<file path="config.mk">
export PLATFORM = sky130hd
export DESIGN_NAME = rs232_rx_deserializer
export DESIGN_NICKNAME = d
export VERILOG_FILES = /design/src/rtl/rs232_defs.sv /design/src/rtl/rs232_line_sync.sv /design/src/rtl/rs232_rx_deserializer.sv
export SDC_FILE = /design/constraint.sdc
export NUM_CORES = 1
export LEC_CHECK = 0
export CAP_MARGIN = 30
export CELL_PAD_IN_SITES_DETAIL_PLACEMENT = 2
export CELL_PAD_IN_SITES_GLOBAL_PLACEMENT = 2
export CORE_ASPECT_RATIO = 1.25
export CORE_MARGIN = 10
export CORE_UTILIZATION = 40
export DETAILED_ROUTE_END_ITERATION = 8
export PLACE_DENSITY_LB_ADDON = 0.2
export SLEW_MARGIN = 20
export SYNTH_ARGS = -nofsm -noshare
export SYNTH_HDL_FRONTEND = slang
export SYNTH_SLANG_ARGS = --single-unit
</file>
<file path="constraint.sdc">
create_clock -name clk -period 5 [get_ports clk]
set_input_delay 0.5 -clock clk [delete_from_list [all_inputs] [get_ports clk]]
set_output_delay 0.5 -clock clk [all_outputs]
set_load 0.01 [all_outputs]
</file>
<file path="src/rtl/rs232_defs.sv">
// Shared RS-232 definitions: line-format constants and the exchange-state
// encoding used by both the receive and transmit bit engines.
package rs232_defs;

    localparam int PAR_NONE  = 0;
    localparam int PAR_EVEN  = 1;
    localparam int PAR_ODD   = 2;
    localparam int PAR_MARK  = 3;
    localparam int PAR_SPACE = 4;

    localparam int STOP_1 = 0;
    localparam int STOP_2 = 1;

    localparam int FLOW_NONE   = 0;
    localparam int FLOW_RTSCTS = 1;

    typedef enum logic [2:0] {
        ST_IDLE   = 3'd0,
        ST_START  = 3'd1,
        ST_DATA   = 3'd2,
        ST_PARITY = 3'd3,
        ST_STOP   = 3'd4,
        ST_DONE   = 3'd5
    } xchg_state_t;

    // Parity bit the line should carry, given the XOR of the data bits.
    function automatic logic parity_expect(input int mode, input logic data_xor);
        case (mode)
            PAR_EVEN: return data_xor;
            PAR_ODD:  return ~data_xor;
            PAR_MARK: return 1'b1;
            default:  return 1'b0;
        endcase
    endfunction

endpackage

</file>
<file path="src/rtl/rs232_line_sync.sv">
// Two-flop synchronizer for the asynchronous rx pin plus falling-edge detect.
module rs232_line_sync (
    input  logic clk,
    input  logic rst,
    input  logic rx,
    output logic rx_s,
    output logic fall
);

    logic s1, s2, v1, v2, prev;

    // v1/v2 mark when s1/s2 hold real pin samples rather than reset values, so a
    // line held low through reset is never mistaken for a start edge.
    always_ff @(posedge clk) begin
        if (rst) begin
            s1   <= 1'b1;
            s2   <= 1'b1;
            v1   <= 1'b0;
            v2   <= 1'b0;
            prev <= 1'b0;
        end else begin
            s1   <= rx;
            s2   <= s1;
            v1   <= 1'b1;
            v2   <= v1;
            prev <= s2 & v2;
        end
    end

    assign rx_s = s2;
    assign fall = prev & ~s2;

endmodule

</file>
<file path="src/rtl/rs232_rx_deserializer.sv">
// RS-232 receive bit engine: mid-bit sampling of start/data/parity/stop,
// one byte_valid pulse per frame with parity and framing flags.
module rs232_rx_deserializer
    import rs232_defs::*;
#(
    parameter int CLK_FREQ  = 50000000,
    parameter int BAUD_RATE = 9600,
    parameter int BYTE_LEN  = 8,
    parameter int PARITY    = 1
) (
    input  logic                clk,
    input  logic                rst,
    input  logic                rx,
    input  logic                rx_enable,
    output logic [BYTE_LEN-1:0] data,
    output logic                byte_valid,
    output logic                parity_error,
    output logic                framing_error,
    output logic                busy
);

    localparam logic [31:0] TICKS    = 32'(CLK_FREQ / BAUD_RATE);
    localparam logic [31:0] HALF     = TICKS / 32'd2;
    localparam logic [3:0]  LAST_BIT = 4'(BYTE_LEN - 1);

    logic                rx_s, fall;
    xchg_state_t         state;
    logic [31:0]         cnt;
    logic [3:0]          bit_idx;
    logic [BYTE_LEN-1:0] sr;
    logic                par_err;

    rs232_line_sync u_sync (
        .clk  (clk),
        .rst  (rst),
        .rx   (rx),
        .rx_s (rx_s),
        .fall (fall)
    );

    // The cycle a bit is sampled is tick 0 of the next interval, so "clearing"
    // the counter loads 1; that keeps the compares at exactly HALF and TICKS.
    always_ff @(posedge clk) begin
        if (rst) begin
            state         <= ST_IDLE;
            cnt           <= '0;
            bit_idx       <= '0;
            sr            <= '0;
            par_err       <= 1'b0;
            data          <= '0;
            byte_valid    <= 1'b0;
            parity_error  <= 1'b0;
            framing_error <= 1'b0;
        end else begin
            byte_valid <= 1'b0;
            cnt        <= cnt + 32'd1;
            case (state)
                ST_IDLE: begin
                    if (fall && rx_enable) begin
                        state <= ST_START;
                        cnt   <= 32'd1;
                    end
                end
                ST_START: begin
                    if (cnt == HALF) begin
                        if (rx_s) begin
                            state <= ST_IDLE;
                        end else begin
                            state   <= ST_DATA;
                            cnt     <= 32'd1;
                            bit_idx <= '0;
                            par_err <= 1'b0;
                        end
                    end
                end
                ST_DATA: begin
                    if (cnt == TICKS) begin
                        cnt     <= 32'd1;
                        sr      <= {rx_s, sr[BYTE_LEN-1:1]};
                        bit_idx <= bit_idx + 4'd1;
                        if (bit_idx == LAST_BIT)
                            state <= (PARITY == PAR_NONE) ? ST_STOP : ST_PARITY;
                    end
                end
                ST_PARITY: begin
                    if (cnt == TICKS) begin
                        cnt     <= 32'd1;
                        par_err <= (rx_s != parity_expect(PARITY, ^sr));
                        state   <= ST_STOP;
                    end
                end
                ST_STOP: begin
                    // Results are published on the transition into DONE so the
                    // pulse lands at stop sample + 1.
                    if (cnt == TICKS) begin
                        cnt           <= 32'd1;
                        data          <= sr;
                        parity_error  <= par_err;
                        framing_error <= ~rx_s;
                        byte_valid    <= 1'b1;
                        state         <= ST_DONE;
                    end
                end
                ST_DONE: state <= ST_IDLE;
                default: state <= ST_IDLE;
            endcase
        end
    end

    assign busy = (state == ST_START) || (state == ST_DATA) ||
                  (state == ST_PARITY) || (state == ST_STOP);

endmodule

</file>
==> results of run 1 <==
[path summary, 6_finish.rpt]
kind / startpoint / to / slack [ns] / cells past startpoint
setup / recovery: cnt[28]$_SDFF_PP0_ / cnt[5]$_SDFF_PP0_ / 2.18 / 5
hold / removal: u_sync.s1$_SDFF_PP1_ / u_sync.rx_s$_SDFF_PP1_ / 0.44 / 1
setup reg to reg: cnt[28]$_SDFF_PP0_ / cnt[5]$_SDFF_PP0_ / 2.18 / 5
hold reg to reg: u_sync.s1$_SDFF_PP1_ / u_sync.rx_s$_SDFF_PP1_ / 0.44 / 1
[cells by family after synthesis]
group                    Yosys count  synth area share [%]
AO/OA/AOI/OAI                     27                  6.20
XOR/XNOR                          36                  10.9
adder cells (fa/ha/maj)            3                  1.25
buffers and inverters             26                  3.95
flip-flops                        64                  42.6
multiplexers                      19                  6.32
AND/OR/NAND/NOR                  157                  28.8
[stage by stage]
step	hold WS [ns]	util [%]	cells	power [uW]	worst slack (ns)
5_1_grt	0.465	47.1	444	1270	1.97
6_report	0.443	47.1	444	1210	2.18
2_1_floorplan	0.389	-	332	672	3.12
3_3_place_gp	0.396	43.9	427	713	2.18
4_1_cts	0.458	47.1	444	1220	2.14
3_5_place_dp	0.435	44.1	428	720	2.17
[where the power goes]
group	leakage (uW)	internal [uW]	switching (uW)
Sequential	0.000517	524	20.9
Combinational	0.000505	58.9	103
Clock	0.000101	280	221
Total	0.00112	863	345
[per-layer routing]
layer | wire (um) | part of all wire, % | GRT usage (%)
met5 | 0 | 0 | 0
met4 | 143 | 1.8 | 6.80
met3 | 215 | 2.6 | 3.64
met2 | 4360 | 54 | 27.8
met1 | 3420 | 42 | 16.1
[area by class of cell]
cell class / count / area [sq um]
fill: 797 / 3890
multi-input combinational: 242 / 1620
sequential: 64 / 1280
timing repair buffer: 18 / 180
clock buffer: 9 / 124
tap: 92 / 115
clock inverter: 7 / 96.3
inverter: 12 / 45.0
[worst max-delay path, stage by stage (launching register included)]
cell and delay [ns]:
dfxtp_1 0.36, nor4_1 0.49, nand4_1 0.45, o21ai_0 0.55
a31o_2 0.69, nor2_1 0.13
[state kept, by name, summed over array words and instances (netlist names)]
name and flops:
bit_idx 4, byte_valid 1, cnt 32, data 8, framing_error 1, par_err 1
parity_error 1, sr 8, state 3, u_sync.prev 1, u_sync.rx_s 1, u_sync.s1 1
u_sync.v1 1, u_sync.v2 1
[cells in the final DEF (no fill, tap or decap), drive strengths merged, types with 3 or more instances in the layout]
master / netlist / final
dfxtp: 64 / 64
nor2: 54 / 54
xnor2: 26 / 26
mux2i: 19 / 19
nand2: 17 / 17
clkdlybuf4s50: 0 / 15
nand3: 14 / 14
nor4: 12 / 12
inv: 11 / 11
xor2: 9 / 9
clkbuf: 3 / 9
nand4: 9 / 9
a21oi: 8 / 8
nor3: 7 / 7
and3: 7 / 7
o21ai: 6 / 6
and4: 5 / 5
nor3b: 4 / 4
nand2b: 4 / 4
or3: 4 / 4
nand4b: 3 / 3
or2: 3 / 3
ha: 3 / 3
clkinvlp: 0 / 3
nor4b: 3 / 3
buf: 11 / 3
clkinv: 1 / 3
==> impl_metrics.toml, run 1 <==
[outcome]
outcome = "completed"

[timing]
relSlewSlack_pct = 54.4
maxSlewViolCount = 0
rsz0062_at_grt = "false"
period_needed_ns = 2.82
skew_ns = 0.00929
hold_viol_final = 0
min_period_over_period_pct = 56.3
setup-tns-final_ns = 0
worst_pin_slew_ns = 0.684
fmax_mhz = 355
setup_violations = 0

[power]
p_leak_uw = 0.00112
pwr_density_cell_mw_per_mm2 = 349
ir_worst_vdd_mv = 0.166

[floorplanning]
die_h_um = 117
die_x_um = 97.6
core_sq_mm = 0.00736
start_util_pct = 40.9
rows = 35
die-area_sq_mm = 0.0114
ios = 16

[critical_path]
endpoint_kind = "flip-flop"
worst_ep_arrival_time_ns = 3.03
required_ns = 5.21
cp-start-kind = "flip-flop"
crit_type = "reg -> reg"
crit_fanout = 30

[synthesis]
post-synth-top-count-cell = "dfxtp_1"
yosysTopAreaCellShare_pct = 42.6
synth_cells = 332
synthFlopType = "dfxtp_1"
ys_top_cells_by_count = "dfxtp_1, nor2_1, xnor2_1"
yosysSeqAreaShare_pct = 42.6
yosys_warnings = 0
synth_edf_count = 0
syn_area_sq_mm = 0.00301
synth_seq_cells = 64
synth_cell_type_count = 53
synth_top_area_cell = "dfxtp_1"
synth_area_leaders = "dfxtp_1, xnor2_1, nor2_1"
syn_nets = 339
async_reset_ff_share_pct = 0
avgSynthCellArea_sq_um = 9.06

[clock_tree]
cts_tree = "done"
clk_path_buf_depth = 2
cts_max_level = 3
cts_resized = 0
cts_buffers = 9
cts-root-buf = "clkbuf_8"
clk_pin_slew_ns = 0.08
clkLatencyLatePin_ns = 0.36
postCtsSetupBuffers = 0
cts_sinks = 64
ctsHoldBuffers = 0

[routing]
ant_nets = 0
drt_first_iter_violations = 74
drc = 0
wl_um = 8130
vias = 2440
wl_per_cell_um = 18.3
firstDrtPassIters = 4
routed_via_density = 5.50

[global_route]
grt_usage_pct = 15.1
overflow = 0
grt_pass1_wl_um = 14000
antenna_found_initial = 0
grt_start_max_net_pins = 31
grt_pass1_vias = 2730

[cells_and_area]
nets = 354
synthToLayoutAreaGrowth_pct = 15.1
drive_above_1_share_pct = 10.8
design_area_sq_mm = 0.00346
diodes = 0

[placed_design]
portBuffers = 15
hpwlAfterDp_um = 5740
gp_congestion = 0.783
placed_cell_area_sq_mm = 0.00324

[min_path]
hp-class = "reg -> reg"

[run]
cap_violations = 0
Note: power is estimated with default switching activity, not from simulation.
==> run 2: changes to the inputs <==
--- a/config.mk
+++ b/config.mk
@@ -10,7 +10,7 @@
 export CELL_PAD_IN_SITES_GLOBAL_PLACEMENT = 2
 export CORE_ASPECT_RATIO = 1.25
 export CORE_MARGIN = 10
-export CORE_UTILIZATION = 40
+export CORE_UTILIZATION = 37
 export DETAILED_ROUTE_END_ITERATION = 8
 export PLACE_DENSITY_LB_ADDON = 0.2
 export SLEW_MARGIN = 20
==> constraint.sdc (replaced) <==
create_clock -name clk -period 2.7 [get_ports clk]
set_input_delay 0.27 -clock clk [delete_from_list [all_inputs] [get_ports clk]]
set_output_delay 0.27 -clock clk [all_outputs]
set_load 0.01 [all_outputs]
==> impl_metrics.toml, run 2 (synthesis gave the netlist of run 1 again) <==
[routing]
routed_via_density = 5.44
vias = 2452
drc = 0
drt_first_iter_violations = 46
top_layer = "met4"
route.met2.wl_um = 4150
ant_nets = 0
firstDrtPassIters = 4
wl_per_cell_um = 17.1
routed-wl-met3_um = 188
wl_um = 7720
met1_length_um = 3290

[critical_path]
crit_chain = "nor4b_1, nand4b_1, a211oi_1, a21bo_2, a21oi_1"
cp_num_buf_inv = 0
cp-start-kind = "flip-flop"
max_stage_delay_ns = 0.53
endpoint_kind = "flip-flop"
critical-path-top-delay-family = "compound AO/OA/AOI/OAI gates"
worst_ep_arrival_time_ns = 2.35
crit_type = "reg -> reg"
required_ns = 2.90
cp_num_cells = 5
reg2reg_depth = 5
slowest_stage = "a211oi_1"
rrSetupSlack_ns = 0.55
crit_fanout = 8
cp-startpoint = "state[0]$_SDFFE_PP0P_"
r2r-start = "state[0]$_SDFFE_PP0P_"

[power]
ir_worst_vdd_mv = 0.301
pwr_density_cell_mw_per_mm2 = 632
finalPower_uw = 2200
p_leak_uw = 0.00115

[cells_and_area]
final_common_cell = "dfxtp_1"
diodes = 0
nets = 358
drive_above_1_share_pct = 11.8
layout_common_cells = "dfxtp_1, nor2_1, xnor2_1, mux2i_1, nand2_1"
fillCellCount = 875
largestRegisters = "cnt x32, data x8, sr x8"
synthToLayoutAreaGrowth_pct = 15.8
finalNonFillerCells = 451
largest_reg_flops = 32
regMostFlops = "cnt"

[global_route]
overflow = 0
antenna_found_initial = 0
grt_pass1_wl_um = 13400
grt_pass1_vias = 2666
grt_start_max_net_pins = 31
grt_usage_pct = 13.7

[clock_tree]
cts_resized = 0
clk_path_buf_depth = 2
ctsHoldBuffers = 0
clkLatencyLatePin_ns = 0.35
cts_max_level = 3
cts_sinks = 64
postCtsSetupBuffers = 0
cts-root-buf = "clkbuf_8"
cts_tree = "done"
clk_pin_slew_ns = 0.07
cts_buffers = 9

[timing]
min_period_over_period_pct = 79.8
fmax_mhz = 464
rsz0062_at_grt = "false"
period_needed_ns = 2.15
relSlewSlack_pct = 61.5
skew_ns = 0.0143
worst_pin_slew_ns = 0.563
setup-tns-final_ns = 0
hold_viol_final = 0
maxSlewViolCount = 0
worst_slack_ns = 0.546
setup_violations = 0

[floorplanning]
die-area_sq_mm = 0.0122
die_h_um = 121
die_x_um = 101
core_sq_mm = 0.00788
rows = 36
start_util_pct = 38.2
ios = 16

[placed_design]
portBuffers = 15
gp_congestion = 0.813
post-place-ws_ns = 0.545
dp.cells = 435
hpwlAfterDp_um = 5460

[outcome]
outcome = "completed"

[min_path]
min_from = "u_sync.s1$_SDFF_PP1_"
hp-class = "reg -> reg"
whs_path_depth = 1

[run]
cap_violations = 0
## run 2: where the power goes
part / leakage, uW / total, uW / internal, uW / switching (uW)
logic: 0.000527 / 341 / 140 / 202
registers: 0.000517 / 1010 / 971 / 38.3
clock network: 0.000101 / 849 / 436 / 414
total: 0.00115 / 2200 / 1550 / 654
## run 2: worst paths after layout
kind	endpoint
worst max-delay path	bit_idx[2]$_SDFFE_PP0P_
worst min-delay path	u_sync.rx_s$_SDFF_PP1_
worst max register to register	bit_idx[2]$_SDFFE_PP0P_
worst min register to register	u_sync.rx_s$_SDFF_PP1_
## run 2: metrics by stage
step           hold slack, ns  instance area (sq um)  utilization (%)
2_1_floorplan           0.374                   3010                -
3_3_place_gp            0.395                   3280             41.6
3_5_place_dp            0.399                   3280             41.6
4_1_cts                 0.419                   3480             44.2
5_1_grt                 0.425                   3480             44.2
6_report                0.415                   3480             44.2
## run 2: worst register-to-register path, stage by stage, from the launching register on
cell and delay (ns):
dfxtp_1 0.46, nor4b_1 0.47, nand4b_1 0.24, a211oi_1 0.54
a21bo_2 0.23, a21oi_1 0.07
## run 2: layout make-up
type / instances / area, sq um / area share, %
Sequential cell: 64 / 1280 / 36.8
Clock buffer: 9 / 124 / 3.56
Multi-Input combinational cell: 242 / 1620 / 46.6
Timing Repair Buffer: 22 / 215 / 6.18
Clock inverter: 7 / 77.6 / 2.23
Inverter: 12 / 45.0 / 1.29
Tap cell: 95 / 119 / 3.41
## run 2: metal layers
| layer | up-vias | track usage [%] |
|---|---|---|
| li1 | 1193 | - |
| met1 | 1232 | 15.5 |
| met2 | 17 | 23.8 |
| met3 | 10 | 3.36 |
| met4 | 0 | 5.04 |
| met5 | - | 0 |
==> patch, RTL diff (settings of run 2) <==
Set the parameter `PARITY` to 0 (it was 1).
--- a/src/rtl/rs232_rx_deserializer.sv
+++ b/src/rtl/rs232_rx_deserializer.sv
@@ -6,7 +6,7 @@
     parameter int CLK_FREQ  = 50000000,
     parameter int BAUD_RATE = 9600,
     parameter int BYTE_LEN  = 8,
-    parameter int PARITY    = 1
+    parameter int PARITY    = 0
 ) (
     input  logic                clk,
     input  logic                rst,
Behaviour: no difference found for any inputs over 10 cycles, from zero or initial values and one cycle with rst high; that may be too few to reach the edited logic, so the function may still have changed.
==> patch against run 2 <==
  * Hold slack improved by 0.027 ns
  * Wire length rose by 12%
  * First-iteration DRC count rose by 100%
  * Count of clock-buffer cells in the layout did not move
  * Global-route usage rose by 0.68 points
  * Final area rose by 1.6%
  * Area after synthesis fell by 4.5%
  * Sequential cell count did not move
  * Worst setup slack got worse by 0.46 ns
Power is not compared: it rests on default switching activity, and its combinational part moved more than twofold at a synthesized area within 25%.
==> patch: results (changes against run 2) <==
Parameter                              Value

Placed design
  Post-detail-place hpwl    5690 um (+4.3%)
  Gpl congestion    0.803 (-1.2%)
  Total of buffers placed on input and output ports    15 (unchanged)

Yosys
  Post-synth net total    333 (-1.8%)
  List of most frequent post-synthesis cells    dfxtp_1 (64), nor2_1 (64), xor2_1 (23)
  Sequential element share of the synthesized area    0.446 (+0.0202)
  Share of synthesized flip-flops with an asynchronous set or reset    0 (unchanged)
  Top area cells in the synthesized netlist    dfxtp_1 (45%), nor2_1 (8.4%), xor2_1 (7.0%), mux2i_1 (5.9%), nand3_1 (3.7%)
  Count of different cell masters after synthesis    46 (-13%)

GRT
  Gr usage total    0.143 (+0.00680)
  Antenna violations before repair    0 (unchanged)
  Largest net degree at the start of global routing    32 (+3.2%)
  Via count of the first global-routing pass    2772 (+4.0%)
  Global-route wire length before repair    13700 um (+2.0%)

Detailed routing
  Number of design-rule violations left by the first detailed-router iteration    94 (+100%)
  Wire length per cell after detailed routing    18.9 um (+10%)
  Total number of vias    2523 (+2.9%)

Hold path
  WHS Path Cells    1 (unchanged)
  End of the worst hold path    u_sync.prev
  Worst min-delay path category    reg -> reg
  Worst min-delay path startpoint    u_sync.v2

Finish
  Post-layout net count    366 (+2.2%)
  N_diodes    0 (unchanged)
  Biggest regs    cnt (32), data (8), sr (8)
  Count of fill cells added during filler insertion    812 (-7.2%)
  Share of cells above drive strength 1    0.124 (+0.00565)

Critical path
  Critical R2R Capture    cnt[15]
  R2R cell count    8 (+3)
  Reg2reg setup slack    0.08 ns (-0.46 ns)
  CP peak stage delay    0.59 ns (+0.06 ns)
  Worst Path Arrival    2.86 ns (+0.51 ns)
  Family of cells with the greatest summed delay on the critical path    simple AND/OR/NAND/NOR gates
  Critical path launch point    cnt[13]
  CP max stage cell    or4_1
  Critical path class    reg -> reg

Timing
  Hold violation count in the final report    0 (unchanged)
  Slew of the pin with the lowest slew margin    0.658 ns (+0.0954 ns)
  Worst clock skew    0.0106 ns (-0.00376 ns)

Clock tree
  Post-cts sizing count    1 (+1)
  Cell at the root of the clock tree    clkbuf_8
  Maximum clock path buffer count    2 (unchanged)
  Number of buffers inserted during clock tree synthesis    9 (unchanged)
  Setup fix buffers added after clock tree synthesis    0 (unchanged)

Power
  Leakage power    0.00132 uW
  Max VDD drop    0.313 mV
  Internal power component    1440 uW

Status
  Run status    finished, final reports clean
[patch: cell types whose count changed after synthesis, sizes merged, moves of 4 or more]
cell / run 2 / this run
xnor2: 26 / 8
xor2: 9 / 23
nor2: 54 / 64
nand3: 14 / 21
or4: 0 / 7
clkbuf: 3 / 8
buf: 11 / 7
nor3b: 4 / 0
[patch: stage by stage]
step           utilization  area, um^2  hold slack, ns  setup slack (ns)  instances
3_3_place_gp         0.431        3230           0.398             0.105        436
4_1_cts              0.459        3430           0.455            0.0903        452
2_1_floorplan            -        2870           0.374             0.285        326
3_5_place_dp         0.431        3230           0.400            0.0160        436
5_1_grt              0.473        3540           0.470            0.0240        456
6_report             0.473        3540           0.443            0.0846        456
[patch: power by group through the flow]
stage	Sequential (uW)	Clock, uW	Combinational [uW]
after global routing	961	924	131
final	960	855	120
after CTS	960	884	97.6
after detailed placement	982	0	96.6
after floorplan	979	0	54.3
after global placement	982	0	93.5
[patch: kinds of logic (layout without fill, tap and decap cells)]
kind of cell             Yosys count  count (layout)  synth area share
buffers and inverters             23              61            0.0379
adder cells (fa/ha/maj)            3               3            0.0131
flip-flops                        64              64             0.446
multiplexers                      17              17            0.0592
AO/OA/AOI/OAI                     21              21            0.0549
XOR/XNOR                          31              31            0.0945
AND/OR/NAND/NOR                  167             167             0.294
[patch: layout make-up]
type	count	area share
clock buffers	9	0.0350
flip-flops and latches	64	0.362
clock inverters	7	0.0223
inverters	8	0.00848
multi-input cells	239	0.429
repair buffers	37	0.111
well taps	92	0.0325
[patch: layer usage]
layer,vias to the layer above,track usage,routed length (um)
met2,34,0.259,4540
met3,18,0.0414,308
met1,1268,0.148,3580
li1,1203,-,-
met4,0,0.0610,189
met5,-,0,0
